[src/rtl/demapper_serializer_if.sv]
// Bundle between demapper_serializer and its neighbours: the parallel frame
// input with its handshake, and the serial sample output with its handshake.
interface demapper_serializer_if #(
  parameter int data_width = 8,
  parameter int no_in_out  = 32
);
  localparam int idx_w = $clog2(no_in_out);

  // valid/ready: a transfer happens on each rising edge where both are high;
  // ready may depend combinationally on the other side's valid/ready.
  logic                            in_valid;
  logic                            in_ready;
  logic [no_in_out*data_width-1:0] input_data_real;
  logic [no_in_out*data_width-1:0] input_data_imag;
  logic                            out_valid;
  logic                            out_ready;
  logic [data_width-1:0]           out_real;
  logic [data_width-1:0]           out_imag;
  logic [idx_w-1:0]                out_index;
  logic                            out_last;

  modport master (
    output in_valid, input_data_real, input_data_imag, out_ready,
    input  in_ready, out_valid, out_real, out_imag, out_index, out_last
  );

  modport slave (
    input  in_valid, input_data_real, input_data_imag, out_ready,
    output in_ready, out_valid, out_real, out_imag, out_index, out_last
  );
endinterface

[src/rtl/demapper_serializer.sv]
// Captures a parallel frame of complex samples and streams it out one sample
// per handshake, reordering each group of 8 by a 3-bit bit-reversal.
module demapper_serializer #(
  parameter int data_width = 8,
  parameter int no_in_out  = 32
) (
  input  logic                  clk,
  input  logic                  rst_n,
  demapper_serializer_if.slave  bus,
  output logic                  state_dbg
);
  localparam int idx_w   = $clog2(no_in_out);
  localparam int frame_w = no_in_out * data_width;

  typedef enum logic {IDLE = 1'b0, STREAM = 1'b1} state_t;

  state_t             state;
  logic [frame_w-1:0] buf_real;
  logic [frame_w-1:0] buf_imag;
  logic               frame_hs;
  logic               sample_hs;
  logic [idx_w-1:0]   k_next;
  logic [idx_w-1:0]   src_next;

  // Upper index bits pass through; the low three bits are reversed.
  function automatic logic [idx_w-1:0] perm(input logic [idx_w-1:0] k);
    logic [idx_w-1:0] p;
    p      = k;
    p[2:0] = {k[0], k[1], k[2]};
    return p;
  endfunction

  assign sample_hs     = bus.out_valid & bus.out_ready;
  assign bus.in_ready  = (state == IDLE) | (sample_hs & bus.out_last);
  assign frame_hs      = bus.in_valid & bus.in_ready;
  assign bus.out_valid = (state == STREAM);
  assign state_dbg     = state;
  assign k_next        = bus.out_index + idx_w'(1);
  assign src_next      = perm(k_next);

  // out_index doubles as the sample counter; data outputs are preloaded with
  // the next sample so they only move on a sample handshake.
  always_ff @(posedge clk) begin
    if (!rst_n) begin
      state         <= IDLE;
      buf_real      <= '0;
      buf_imag      <= '0;
      bus.out_index <= '0;
      bus.out_last  <= 1'b0;
      bus.out_real  <= '0;
      bus.out_imag  <= '0;
    end else if (frame_hs) begin
      state         <= STREAM;
      buf_real      <= bus.input_data_real;
      buf_imag      <= bus.input_data_imag;
      bus.out_index <= '0;
      bus.out_last  <= 1'b0;
      bus.out_real  <= bus.input_data_real[data_width-1:0];
      bus.out_imag  <= bus.input_data_imag[data_width-1:0];
    end else if (sample_hs) begin
      if (bus.out_last) begin
        state         <= IDLE;
        bus.out_index <= '0;
        bus.out_last  <= 1'b0;
      end else begin
        bus.out_index <= k_next;
        bus.out_last  <= (k_next == idx_w'(no_in_out - 1));
        bus.out_real  <= buf_real[int'(src_next) * data_width +: data_width];
        bus.out_imag  <= buf_imag[int'(src_next) * data_width +: data_width];
      end
    end
  end
endmodule
[src/flat_wrapper.sv]
// flat-port wrapper written by rule: the top's interface ports become plain ports
module demapper_serializer_flat 
#(
  parameter int data_width = 8,
  parameter int no_in_out  = 32
)
  (clk, rst_n, state_dbg, bus_in_valid, bus_input_data_real, bus_input_data_imag, bus_out_ready, bus_in_ready, bus_out_valid, bus_out_real, bus_out_imag, bus_out_index, bus_out_last);
  demapper_serializer_if #(.data_width(data_width), .no_in_out(no_in_out)) bus_i ();
  input  logic clk;
  input  logic rst_n;
  output logic state_dbg;
  input wire logic [$bits(bus_i.in_valid)-1:0] bus_in_valid;
  input wire logic [$bits(bus_i.input_data_real)-1:0] bus_input_data_real;
  input wire logic [$bits(bus_i.input_data_imag)-1:0] bus_input_data_imag;
  input wire logic [$bits(bus_i.out_ready)-1:0] bus_out_ready;
  output wire logic [$bits(bus_i.in_ready)-1:0] bus_in_ready;
  output wire logic [$bits(bus_i.out_valid)-1:0] bus_out_valid;
  output wire logic [$bits(bus_i.out_real)-1:0] bus_out_real;
  output wire logic [$bits(bus_i.out_imag)-1:0] bus_out_imag;
  output wire logic [$bits(bus_i.out_index)-1:0] bus_out_index;
  output wire logic [$bits(bus_i.out_last)-1:0] bus_out_last;
  assign bus_i.in_valid = bus_in_valid;
  assign bus_i.input_data_real = bus_input_data_real;
  assign bus_i.input_data_imag = bus_input_data_imag;
  assign bus_i.out_ready = bus_out_ready;
  assign bus_in_ready = bus_i.in_ready;
  assign bus_out_valid = bus_i.out_valid;
  assign bus_out_real = bus_i.out_real;
  assign bus_out_imag = bus_i.out_imag;
  assign bus_out_index = bus_i.out_index;
  assign bus_out_last = bus_i.out_last;
  demapper_serializer #(.data_width(data_width), .no_in_out(no_in_out)) u_core (.clk(clk), .rst_n(rst_n), .bus(bus_i), .state_dbg(state_dbg));
endmodule
[config.mk]
export PLATFORM = sky130hd
export DESIGN_NAME = demapper_serializer_flat
export DESIGN_NICKNAME = d
export VERILOG_FILES = /design/src/rtl/demapper_serializer_if.sv /design/src/rtl/demapper_serializer.sv /design/src/flat_wrapper.sv
export SDC_FILE = /design/constraint.sdc
export NUM_CORES = 1
export LEC_CHECK = 0
export BUFFER_PORTS_ARGS = -buffer_cell sky130_fd_sc_hd__buf_4
export CELL_PAD_IN_SITES_DETAIL_PLACEMENT = 1
export CELL_PAD_IN_SITES_GLOBAL_PLACEMENT = 1
export CORE_MARGIN = 5
export CORE_UTILIZATION = 30
export CTS_BUF_LIST = sky130_fd_sc_hd__clkbuf_4
export CTS_CLUSTER_DIAMETER = 150
export DETAILED_ROUTE_END_ITERATION = 12
export PLACE_DENSITY = 0.69
export SLEW_MARGIN = 20
export SYNTH_ARGS = -nofsm -noshare
export SYNTH_HDL_FRONTEND = slang
export SYNTH_SLANG_ARGS = --single-unit
[constraint.sdc]
create_clock -name clk -period 2.1 [get_ports clk]
set_input_delay 0.315 -clock clk [delete_from_list [all_inputs] [get_ports clk]]
set_output_delay 0.315 -clock clk [all_outputs]
set_load 0.03 [all_outputs]
---- Yosys cells after proc, flatten, opt, wreduce, memory -nomap -nowiden ----
Index checks and enable logic that the tools add are counted.
storage, ports and cells
  bits in registers ....................... 535
  input port bits ......................... 516
  output and inout bits ................... 25
  word-level logic and storage cells ...... 34
operators by class
  $add $sub $neg .......................... 1
  equal/unequal tests ..................... 2
  shifts and indexed selects .............. 2
  mux-type cells .......................... 11
  bitwise operators ....................... 6
  reduce and logical (&&, ||, !) cells .... 5
operators with widths
  cell                                                           number
  256-bit by 9-bit variable part select with 8-bit output        2
  8-bit 2-to-1 mux                                               6
  5-bit by 1-bit adder with 5-bit output, second input constant  1
  5-bit == test, second input constant                           1
  5-bit 2-to-1 mux                                               1
  1-bit 2-to-1 mux                                               4
  2-bit AND reduction                                            2
  2-bit nonzero test                                             2
  1-bit bitwise AND                                              3
  2-bit != test, second input constant                           1
  1-bit inverter                                                 2
  2-bit OR reduction                                             1
  1-bit OR                                                       1

---- Longest topological paths before layout ----
Gate-level depths: netlist of run 1.
  depth after elaboration ................. 6
  gate-level depth with buffers ........... 10
  mapped depth without buffers ............ 7

---- Least setup slack after synthesis of run 1 ----
OpenSTA, ideal clock, no wires.
  kind .................................... reg-to-reg
  start point ............................. register u_core.bus.out_index[0]
  end point ............................... register u_core.bus.out_real[0]
  setup time .............................. 0.117 ns
  arrival ................................. 2.298 ns
  data required time ...................... 1.983 ns
  setup slack ............................. -0.316 ns
  cell stages (with the launch flop) ...... 10
  path buffers ............................ 2
  clock period less this slack ............ 2.416 ns
  cells stage by stage .................... dfxtp_1 -> buf_4 -> inv_1 -> ha_1 -> nor2_1 -> clkbuf_1 -> nand3_1 -> a41oi_1 -> nor3_1 -> a32o_1
on the way
  word-level cells in the longest chain between the ends .. 5
ends and longest elaborated chain
  element                                                  RTL line                      RTL
  start, declared                                          demapper_serializer_if.sv:29  output in_ready, out_valid, out_real, out_imag, out_index, out_last
  start signal, assigned                                   demapper_serializer.sv:66     bus.out_index <= k_next;
  5-bit by 1-bit adder with 5-bit output                   demapper_serializer.sv:38     assign k_next = bus.out_index + idx_w'(1);
  256-bit by 9-bit variable part select with 8-bit output  demapper_serializer.sv:68     bus.out_real <= buf_real[int'(src_next) * data_width +: data_width];
  8-bit 2-to-1 mux                                         demapper_serializer.sv:61     if (bus.out_last) begin
  8-bit 2-to-1 mux                                         demapper_serializer.sv:60     end else if (sample_hs) begin
  8-bit 2-to-1 mux                                         demapper_serializer.sv:52     end else if (frame_hs) begin
  end signal, assigned                                     demapper_serializer.sv:58     bus.out_real <= bus.input_data_real[data_width-1:0];
  end signal, assigned                                     demapper_serializer.sv:68
  end, declared                                            demapper_serializer_if.sv:29
Every way passes these cells. The select of a mux whose other input is x is not followed.
A chain may end at the register's enable or synchronous reset.

---- Final worst setup path of run 1 ----
  start point ............................. register u_core.bus.out_index[0]
  end point ............................... register u_core.bus.out_imag[0]
on the way
  word-level cells in the longest chain between the ends .. 5
ends and longest elaborated chain
  element                                                  RTL line                      RTL
  5-bit by 1-bit adder with 5-bit output                   demapper_serializer.sv:38
  256-bit by 9-bit variable part select with 8-bit output  demapper_serializer.sv:69     bus.out_imag <= buf_imag[int'(src_next) * data_width +: data_width];
  8-bit 2-to-1 mux                                         demapper_serializer.sv:61
  8-bit 2-to-1 mux                                         demapper_serializer.sv:60
  8-bit 2-to-1 mux                                         demapper_serializer.sv:52
  end signal, assigned                                     demapper_serializer.sv:59     bus.out_imag <= bus.input_data_imag[data_width-1:0];
  end signal, assigned                                     demapper_serializer.sv:69
  end, declared                                            demapper_serializer_if.sv:29
Every way passes these cells. The select of a mux whose other input is x is not followed.

==> results of run 1 <==
area by class of cell:
class | count | area, µm²
clock inverters | 41 | 288
clock buffers | 228 | 1710
well taps | 1050 | 1310
flip-flops and latches | 535 | 10700
repair buffers | 1451 | 14400
fillers | 9256 | 37400
multi-input cells | 2431 | 13300
inverters | 2 | 12.5
diodes | 39 | 97.6
cells by family after synthesis:
| kind of cell | share of synthesized area (%) |
|---|---|
| flip-flops | 44.5 |
| AND/OR/NAND/NOR | 28.6 |
| buffers and inverters | 4.86 |
| XOR/XNOR | 0.182 |
| AO/OA/AOI/OAI | 20.4 |
| adder cells (fa/ha/maj) | 0.104 |
| multiplexers | 1.37 |
what timing repair did:
action / 4_1_cts / 5_1_grt
buffers inserted: 34 / 35
hold buffers: 655 / 0
gates resized for setup: 132 / 202
hold endpoints to repair: 535 / 0
endpoints found under the setup margin: 24 / 152
pin swaps: 49 / 55
cloned: 14 / 19
per-stage QoR:
stage	utilization, %	hold slack [ns]	area (µm²)	setup TNS [ns]	total power [mW]
3_3_place_gp	38.4	0.449	30500	-6.30	14.4
4_1_cts	51.1	0.0109	40500	-2.31	26.0
5_1_grt	52.8	0.0450	41800	-7.85	27.7
3_5_place_dp	38.4	0.457	30500	-6.96	14.5
2_1_floorplan	-	0.443	24100	0	12.7
6_report	52.8	0.0996	41800	-3.42	26.6
power by group through the flow:
stage          combinational [mW]  clock, mW  sequential (mW)
6_report                     4.97       10.5             11.1
4_1_cts                      4.38       10.5             11.1
5_1_grt                      5.26       11.3             11.2
3_5_place_dp                 3.18          0             11.3
2_1_floorplan                1.48          0             11.2
3_3_place_gp                 3.14          0             11.3
worst paths after layout:
path | start | end | slack [ns]
max reg2reg | u_core.bus.out_index[0] | u_core.bus.out_imag[0] | -0.21
max | u_core.bus.out_index[0] | u_core.bus.out_imag[0] | -0.21
min reg2reg | u_core.buf_real[30] | u_core.buf_real[30] | 0.46
min | bus_input_data_imag[95] | u_core.buf_imag[95] | 0.1
state kept, by name, indices dropped and copies added, names as in the netlist:
| name | count |
|---|---|
| u_core.bus.out_last | 1 |
| u_core.buf_real | 256 |
| u_core.bus.out_imag | 8 |
| u_core.bus.out_index | 5 |
| u_core.buf_imag | 256 |
| u_core.bus.out_valid | 1 |
| u_core.bus.out_real | 8 |
per-layer routing:
metal | vias up | GRT usage [%] | part of all wire [%]
li1 | 13500 | - | -
met5 | - | 0 | 0.0094
met1 | 14400 | 31.7 | 37
met3 | 499 | 5.07 | 5.6
met4 | 2 | 17.2 | 7.0
met2 | 1330 | 52.4 | 50
placed cells by master (no fill, tap or decap), types with 8 or more instances in the layout:
master,count
sky130_fd_sc_hd__clkinv_1,27
sky130_fd_sc_hd__a31oi_4,8
sky130_fd_sc_hd__a32o_1,16
sky130_fd_sc_hd__dfxtp_1,529
sky130_fd_sc_hd__a21boi_1,60
sky130_fd_sc_hd__nor3_2,11
sky130_fd_sc_hd__a31oi_2,8
sky130_fd_sc_hd__clkbuf_4,228
sky130_fd_sc_hd__a32oi_1,14
sky130_fd_sc_hd__nand3_1,146
sky130_fd_sc_hd__mux2i_1,20
sky130_fd_sc_hd__a21boi_0,438
sky130_fd_sc_hd__buf_6,26
sky130_fd_sc_hd__buf_8,10
sky130_fd_sc_hd__a31oi_1,17
sky130_fd_sc_hd__buf_16,20
sky130_fd_sc_hd__buf_12,71
sky130_fd_sc_hd__nand3_2,45
sky130_fd_sc_hd__diode_2,39
sky130_fd_sc_hd__dlygate4sd3_1,646
sky130_fd_sc_hd__a21boi_2,14
sky130_fd_sc_hd__a41oi_2,10
sky130_fd_sc_hd__a41o_1,16
sky130_fd_sc_hd__nand2_2,12
sky130_fd_sc_hd__a21oi_1,9
sky130_fd_sc_hd__a32oi_2,16
sky130_fd_sc_hd__buf_4,657
sky130_fd_sc_hd__nand2_1,1499
sky130_fd_sc_hd__clkbuf_16,15
critical path: cells and delay by family, from the launching register on:
kind | cells | cell delay (ns)
DFF | 1 | 0.35
xor gates and xnor gates | 1 | 0.14
AOI/OAI and AO/OA | 2 | 0.48
and+or+nand+nor | 3 | 0.27
adders and majority gates | 1 | 0.19
buffers and inverters | 5 | 0.77
==> results.md, run 1 <==
| Group | Quantity | Value |
|---|---|---|
| yosys | Area of the mapped netlist | 24100 µm² |
| floorplanning | Die H | 293 µm |
| yosys | Leading post-synthesis cells by instance count | sky130_fd_sc_hd__nand2_1 (1513), sky130_fd_sc_hd__dfxtp_1 (535), sky130_fd_sc_hd__a21boi_0 (512) |
| layout | Fraction of final layout cells sized beyond drive strength 1 | 26.0% |
| placed design | Placed wire-length estimate | 75900 µm |
| routing | Number of detailed-routing iterations run before antenna repair | 5 |
| layout | Area added between synthesis and finish | 73.8% |
| placed design | # port buffers | 540 |
| yosys | Count of distinct cell types in the synthesized netlist | 37 |
| status | Status | complete, but fails checks |
| yosys | YS warnings | 0 |
| clock tree | TritonCTS Sinks | 535 |
| clock tree | Clock Pin Slew Worst Setup and Hold Paths | 0.09 ns |
| routing | Post-route antenna net violation count | 0 |
| global routing | Number of global-route vias before repair | 32100 |
| worst setup path | Setup crit start kind | flop |
| routing | Via count normalized by instance count | 5.16 |
| floorplanning | Horiz. Die Dim | 293 µm |
| power and ir drop | Cell-internal power | 18.8 mW |
| placed design | Post-placement cell count | 4728 |
| clock tree | Clock latency on the worst-skew pair | 1.06 ns |
| status | Violated checks | negative setup slack |
| job | Count of maximum capacitance violations | 0 |
| clock tree | Number of buffers inserted during clock tree synthesis | 157 |
| power and ir drop | Total power density per cell area | 636 nW/µm² |
| yosys | Synth Area per Inst | 7.45 µm² |
| layout | Final cell count without fillers | 5777 |
| clock tree | CTS Root Buffer Type | sky130_fd_sc_hd__clkbuf_4 |
| floorplanning | Core region area | 79300 µm² |
| sta | Total of endpoints with negative setup slack in the final report | 49 |
| power and ir drop | Share of total power consumed by net switching | 29.5% |
| sta | Final Hold Violating Endpoints | 0 |
| clock tree | Clock tree from TritonCTS | built |
| sta | Post-layout minimum cycle time | 2.31 ns |
| routing | Remaining design rule violation count | 0 |
| power and ir drop | IR drop worst, VDD | 0.414 mV |
| routing | DR vias | 29800 |
| worst hold path | Hold Crit Depth | 4 |
| global routing | First-pass GRT wire length | 192000 µm |
| yosys | Post-synthesis sequential area ratio | 44.5% |
| routing | Wirelength, routed | 139000 µm |
| worst setup path | Kind of capture point of the worst setup path | flop |
| yosys | Instance count of the mapped netlist | 3232 |
| sta | RSZ-0062 raised after global routing | yes |
| sta | Share of the clock period used by the worst path after layout | 110% |
| floorplanning | Area of the die | 86000 µm² |
| worst setup path | Data required time of the critical path | 2.99 ns |
| worst setup path | Max FO, Critical Path | 7 |
| worst setup path | Kind of critical path | flop to flop |
| yosys | Post-synth top area cell | sky130_fd_sc_hd__dfxtp_1 |
| power and ir drop | Proportion of power drawn by flip-flops and latches | 41.9% |
| yosys | EDFF count, synth | 0 |
| yosys | Commonest register cell after synthesis | sky130_fd_sc_hd__dfxtp_1 |
| clock tree | Buffers from clock root to sink, at most | 3 |
| sta | Final setup margin | -0.206 ns |
| sta | Max Fclk | 434 MHz |
| sta | Fin Clk Skew | 0.0744 ns |
| yosys | Post-synth top area share | 44.5% |
| global routing | Largest net degree at the start of global routing | 93 |
| power and ir drop | Net Switching | 7.85 mW |
| layout | NumNets Final | 5096 |
| clock tree | Number of H-tree levels | 4 |
| sta | Max_slew headroom | 20.3% |
| floorplanning | Std-Cell Rows | 103 |
| yosys | Largest cells by area after synthesis | sky130_fd_sc_hd__dfxtp_1 (45%), sky130_fd_sc_hd__nand2_1 (24%), sky130_fd_sc_hd__a21boi_0 (16%) |
| worst setup path | Worst r2r path cells | 12 |
| yosys | Syn nets | 3750 |
| global routing | Number of antenna violations at the first check in global routing | 35 |
| floorplanning | Top Ports | 541 |
| power and ir drop | Portion of total power attributed to combinational logic | 18.7% |
| worst setup path | Endpoint arrival time on the critical path | 3.19 ns |
| yosys | Share of async-settable or async-resettable flops after synthesis | 0% |
| global routing | Global-route congestion overflow total | 0 |
| global routing | Total global-route track usage | 28.9% |
| sta | Total count of max-transition violations in the final report | 0 |
| power and ir drop | Clk pwr share | 39.5% |
| floorplanning | Starting utilization of the core area | 30.4% |
| yosys | Most frequent cell after synthesis | sky130_fd_sc_hd__nand2_1 |
| placed design | Routability-driven placement congestion ratio | 0.853 |
| yosys | Yosys reg bits | 535 |
| worst setup path | CP cell instances | ha_4 -> buf_12 -> xnor2_4 -> buf_6 -> buf_12 -> buf_4 -> nand2_1 -> nand3_2 -> a31oi_1 -> buf_4 -> nor3_2 -> a32o_1 |
| worst hold path | Worst min-delay path class | input port to flop |
| placed design | Setup Slack @ Placement | -0.483 ns |
| power and ir drop | Static power due to leakage | 16.8 nW |
| routing | Violation count after the first detailed-route iteration | 1870 |
| worst setup path | Slowest cell delay on critical path | 0.35 ns |
| sta | Slew at the pin with the worst max-slew slack | 1.19 ns |
| worst setup path | CP max-delay cell | sky130_fd_sc_hd__dfxtp_4 |
| routing | Routed wire length per instance | 24.0 µm |
No activity file was read; power rests on OpenSTA's default activity.
==> run 2, diff against run 1 <==
- REMOVE_ABC_BUFFERS: not set -> 1
==> run 2 against run 1 <==
Compared with the run above: the flow still finishes with violations (negative setup slack); die area unchanged; register-to-register slack got worse by 0.03 ns; power fell by 2.6%; via count shrank 0.98%; first-iteration DRC count increased by 0.48%; non-clock buffer count shrank 43; worst setup slack worse by 0.027 ns; sequential power about the same; largest power group unchanged; highest routed layer is now met4.
==> results.md, run 2 (synthesis results as in run 1) <==
| Group | Quantity | Value | Change |
|---|---|---|---|
| routing | Via count normalized by instance count | 5.15 | about the same |
| global routing | Number of global-route vias before repair | 32000 | -0.19% |
| layout | Final cell count without fillers | 5723 | -0.93% |
| placed design | Routability-driven placement congestion ratio | 0.811 | -4.9% |
| sta | Max Fclk | 428 MHz | -1.2% |
| sta | Slew at the pin with the worst max-slew slack | 1.18 ns | -0.0104 ns |
| placed design | # port buffers | 540 | unchanged |
| clock tree | TritonCTS Sinks | 535 | unchanged |
| routing | Remaining design rule violation count | 0 | unchanged |
| routing | Wirelength, routed | 135000 µm | -2.7% |
| clock tree | Number of buffers inserted during clock tree synthesis | 156 | -0.64% |
| routing | Wire length the detailed router placed on met1 | 49800 µm | -3.6% |
| power and ir drop | Cell-internal power | 18.2 mW | -3.2% |
| power and ir drop | Clk pwr share | 38.7% | -0.8 points |
| layout | Most frequent standard cell in the layout excluding fill and tap cells | sky130_fd_sc_hd__nand2_1 |  |
| worst setup path | Max FO, Critical Path | 19 | +12 |
| worst setup path | Kind of critical path | flop to flop |  |
| clock tree | Clock tree from TritonCTS | built |  |
| sta | Post-layout minimum cycle time | 2.33 ns | +0.0274 ns |
| sta | Hold slack final | 0.117 ns | +0.0174 ns |
| layout | Layout fillers | 9416 | +1.7% |
| power and ir drop | IR drop worst, VDD | 0.342 mV | -17% |
| floorplanning | Area of the die | 86000 µm² | unchanged |
| worst hold path | Worst min-delay path class | input port to flop |  |
| routing | Post-route antenna net violation count | 0 | unchanged |
| floorplanning | Starting utilization of the core area | 30.4% | unchanged |
| sta | Max_slew headroom | 21.0% | +0.69 points |
| placed design | Placed wire-length estimate | 72400 µm | -4.7% |
| global routing | Number of antenna violations at the first check in global routing | 26 | -26% |
| worst setup path | Setup crit end | u_core.bus.out_imag[7] |  |
| power and ir drop | Total power of the final layout | 25.9 mW | -2.6% |
| worst setup path | Worst R2R Setup Slack | -0.23 ns | -0.03 ns |
| floorplanning | Horiz. Die Dim | 293 µm | unchanged |
| job | Count of maximum capacitance violations | 0 | unchanged |
| sta | Final Hold Violating Endpoints | 0 | unchanged |
| worst setup path | Data required time of the critical path | 2.99 ns | about the same |
| sta | Total of endpoints with negative setup slack in the final report | 18 | -63% |
| routing | Amount of wire on met2 after detailed routing | 66800 µm | -3.9% |
| sta | Share of the clock period used by the worst path after layout | 111% | +1.3 points |
| power and ir drop | Net Switching | 7.76 mW | -1.2% |
| power and ir drop | Proportion of power drawn by flip-flops and latches | 42.9% | +1.0 points |
| global routing | Total global-route track usage | 27.8% | -1.2 points |
| worst setup path | Source of the critical timing path | u_core.bus.out_index[0] |  |
| layout | Area added between synthesis and finish | 68.7% |  |
| layout | Registers with the most flip-flops | u_core.buf_imag (256), u_core.buf_real (256) |  |
| placed design | Post-placement cell count | 4719 | -0.19% |
| layout | Most frequent cells in the layout | sky130_fd_sc_hd__nand2_1 (1507), sky130_fd_sc_hd__buf_4 (646), sky130_fd_sc_hd__dlygate4sd3_1 (623), sky130_fd_sc_hd__dfxtp_1 (529), sky130_fd_sc_hd__a21boi_0 (479) |  |
| sta | RSZ-0062 raised after global routing | yes |  |
| sta | Total count of max-transition violations in the final report | 0 | unchanged |
| routing | Number of detailed-routing iterations run before antenna repair | 5 | unchanged |
| floorplanning | Core region area | 79300 µm² | unchanged |
| layout | Fraction of final layout cells sized beyond drive strength 1 | 23.6% | -2.4 points |
| routing | Uppermost signal routing layer after detailed routing | met4 |  |
| worst setup path | Kind of capture point of the worst setup path | flop |  |
| sta | Final setup margin | -0.234 ns | -0.0274 ns |
| clock tree | Number of H-tree levels | 4 | unchanged |
| worst setup path | Worst r2r path cells | 11 | -1 |
| global routing | First-pass GRT wire length | 187000 µm | -2.8% |
| routing | Routed wire length per instance | 23.6 µm | -1.8% |
| worst setup path | Setup crit start kind | flop |  |
| power and ir drop | Portion of total power attributed to combinational logic | 18.4% | -0.3 points |
| status | Status | complete, but fails checks |  |
| routing | DR vias | 29500 | -0.98% |
| power and ir drop | Static power due to leakage | 16.5 nW | -1.8% |
| routing | Violation count after the first detailed-route iteration | 1879 | +0.48% |
| status | Violated checks | negative setup slack |  |
| clock tree | Clock latency on the worst-skew pair | 1.03 ns | -0.03 ns |
| worst setup path | Endpoint of the lowest-slack register-to-register path | u_core.bus.out_imag[7] |  |
| clock tree | Clock Pin Slew Worst Setup and Hold Paths | 0.07 ns | -0.02 ns |
| routing | Routed wl met3 | 7020 µm | -9.5% |
| floorplanning | Die H | 293 µm | unchanged |
| power and ir drop | Share of total power consumed by net switching | 29.9% | +0.42 points |
| clock tree | Buffers from clock root to sink, at most | 3 | unchanged |
| floorplanning | Top Ports | 541 | unchanged |
| global routing | Global-route congestion overflow total | 0 | unchanged |
| worst setup path | Endpoint arrival time on the critical path | 3.23 ns | +0.04 ns |
| power and ir drop | Total power density per cell area | 639 nW/µm² | +0.39% |
| layout | NumNets Final | 5052 | -0.86% |
| floorplanning | Std-Cell Rows | 103 | unchanged |
| worst hold path | Startpoint of the worst hold path | bus_input_data_real[171] |  |
| sta | Fin Clk Skew | 0.0815 ns | +0.00704 ns |
| clock tree | CTS Root Buffer Type | sky130_fd_sc_hd__clkbuf_4 |  |
| worst setup path | Worst r2r src | u_core.bus.out_index[0] |  |
| global routing | Largest net degree at the start of global routing | 96 | +3.2% |
[run 2: repair_timing]
item	CTS	global route
hold endpoints to repair	535	0
gates cloned	7	23
setup endpoints to repair	24	100
setup buffers	18	37
gates resized for setup	43	118
hold buffers	627	0
pin swaps	26	38
[run 2: through the flow]
stage	instance area, µm²	util, %	setup slack, ns	TNS, ns
floorplan	22900	-	-8.47	-4167.97
global placement	30400	38.4	-0.132	-1.32
detailed placement	30400	38.4	-0.234	-2.40
CTS	39200	49.5	-0.108	-1.17
global route	40600	51.2	-0.322	-4.11
finish	40600	51.2	-0.234	-1.94
[run 2: how the worst min path moves through the flow]
| stage | end | slack (ns) | cells after the start |
|---|---|---|---|
| 2_1_floorplan | u_core.bus.out_imag[0] | 0.44 | 1 |
| 3_3_place_gp | u_core.buf_imag[41] | 0.45 | 2 |
| 3_5_place_dp | u_core.buf_real[252] | 0.46 | 2 |
| 4_1_cts | u_core.buf_imag[28] | 0.006 | 4 |
| 5_1_grt | u_core.buf_real[171] | 0.04 | 4 |
| 6_report | u_core.buf_real[171] | 0.12 | 4 |
[run 2: cell type report]
type,instances,area [µm²],area share [%]
antenna,33,82.6,0.203
clock buffer,220,1650,4.07
clock inverter,44,248,0.610
inverter,2,7.51,0.0185
multi-input combinational,2431,12700,31.2
sequential,535,10700,26.4
tap,1050,1310,3.24
timing repair buffer,1408,13900,34.3
[run 2: metal layers]
| metal | GRT usage, % | vias up |
|---|---|---|
| li1 | - | 13400 |
| met1 | 30.0 | 14200 |
| met2 | 49.2 | 1282 |
| met3 | 4.66 | 611 |
| met4 | 20.2 | 0 |
| met5 | 0 | - |
[run 2: critical path, stage by stage, from the launching register on]
cell	delay (ns)
sky130_fd_sc_hd__dfxtp_4	0.36
sky130_fd_sc_hd__ha_4	0.16
sky130_fd_sc_hd__buf_4	0.17
sky130_fd_sc_hd__xnor2_4	0.19
sky130_fd_sc_hd__buf_6	0.15
sky130_fd_sc_hd__buf_12	0.15
sky130_fd_sc_hd__buf_12	0.16
sky130_fd_sc_hd__nand2_1	0.09
sky130_fd_sc_hd__a32oi_1	0.26
sky130_fd_sc_hd__a31oi_1	0.11
sky130_fd_sc_hd__nor3_1	0.23
sky130_fd_sc_hd__a32o_1	0.22
[run 2: power groups by stage]
stage               logic, mW  clock network [mW]  registers (mW)
global route             5.06                10.7            11.2
CTS                      4.15                10.1            11.1
global placement         3.12                   0            11.3
finish                   4.76                10.0            11.1
detailed placement       3.18                   0            11.3
floorplan                1.65                   0            11.2
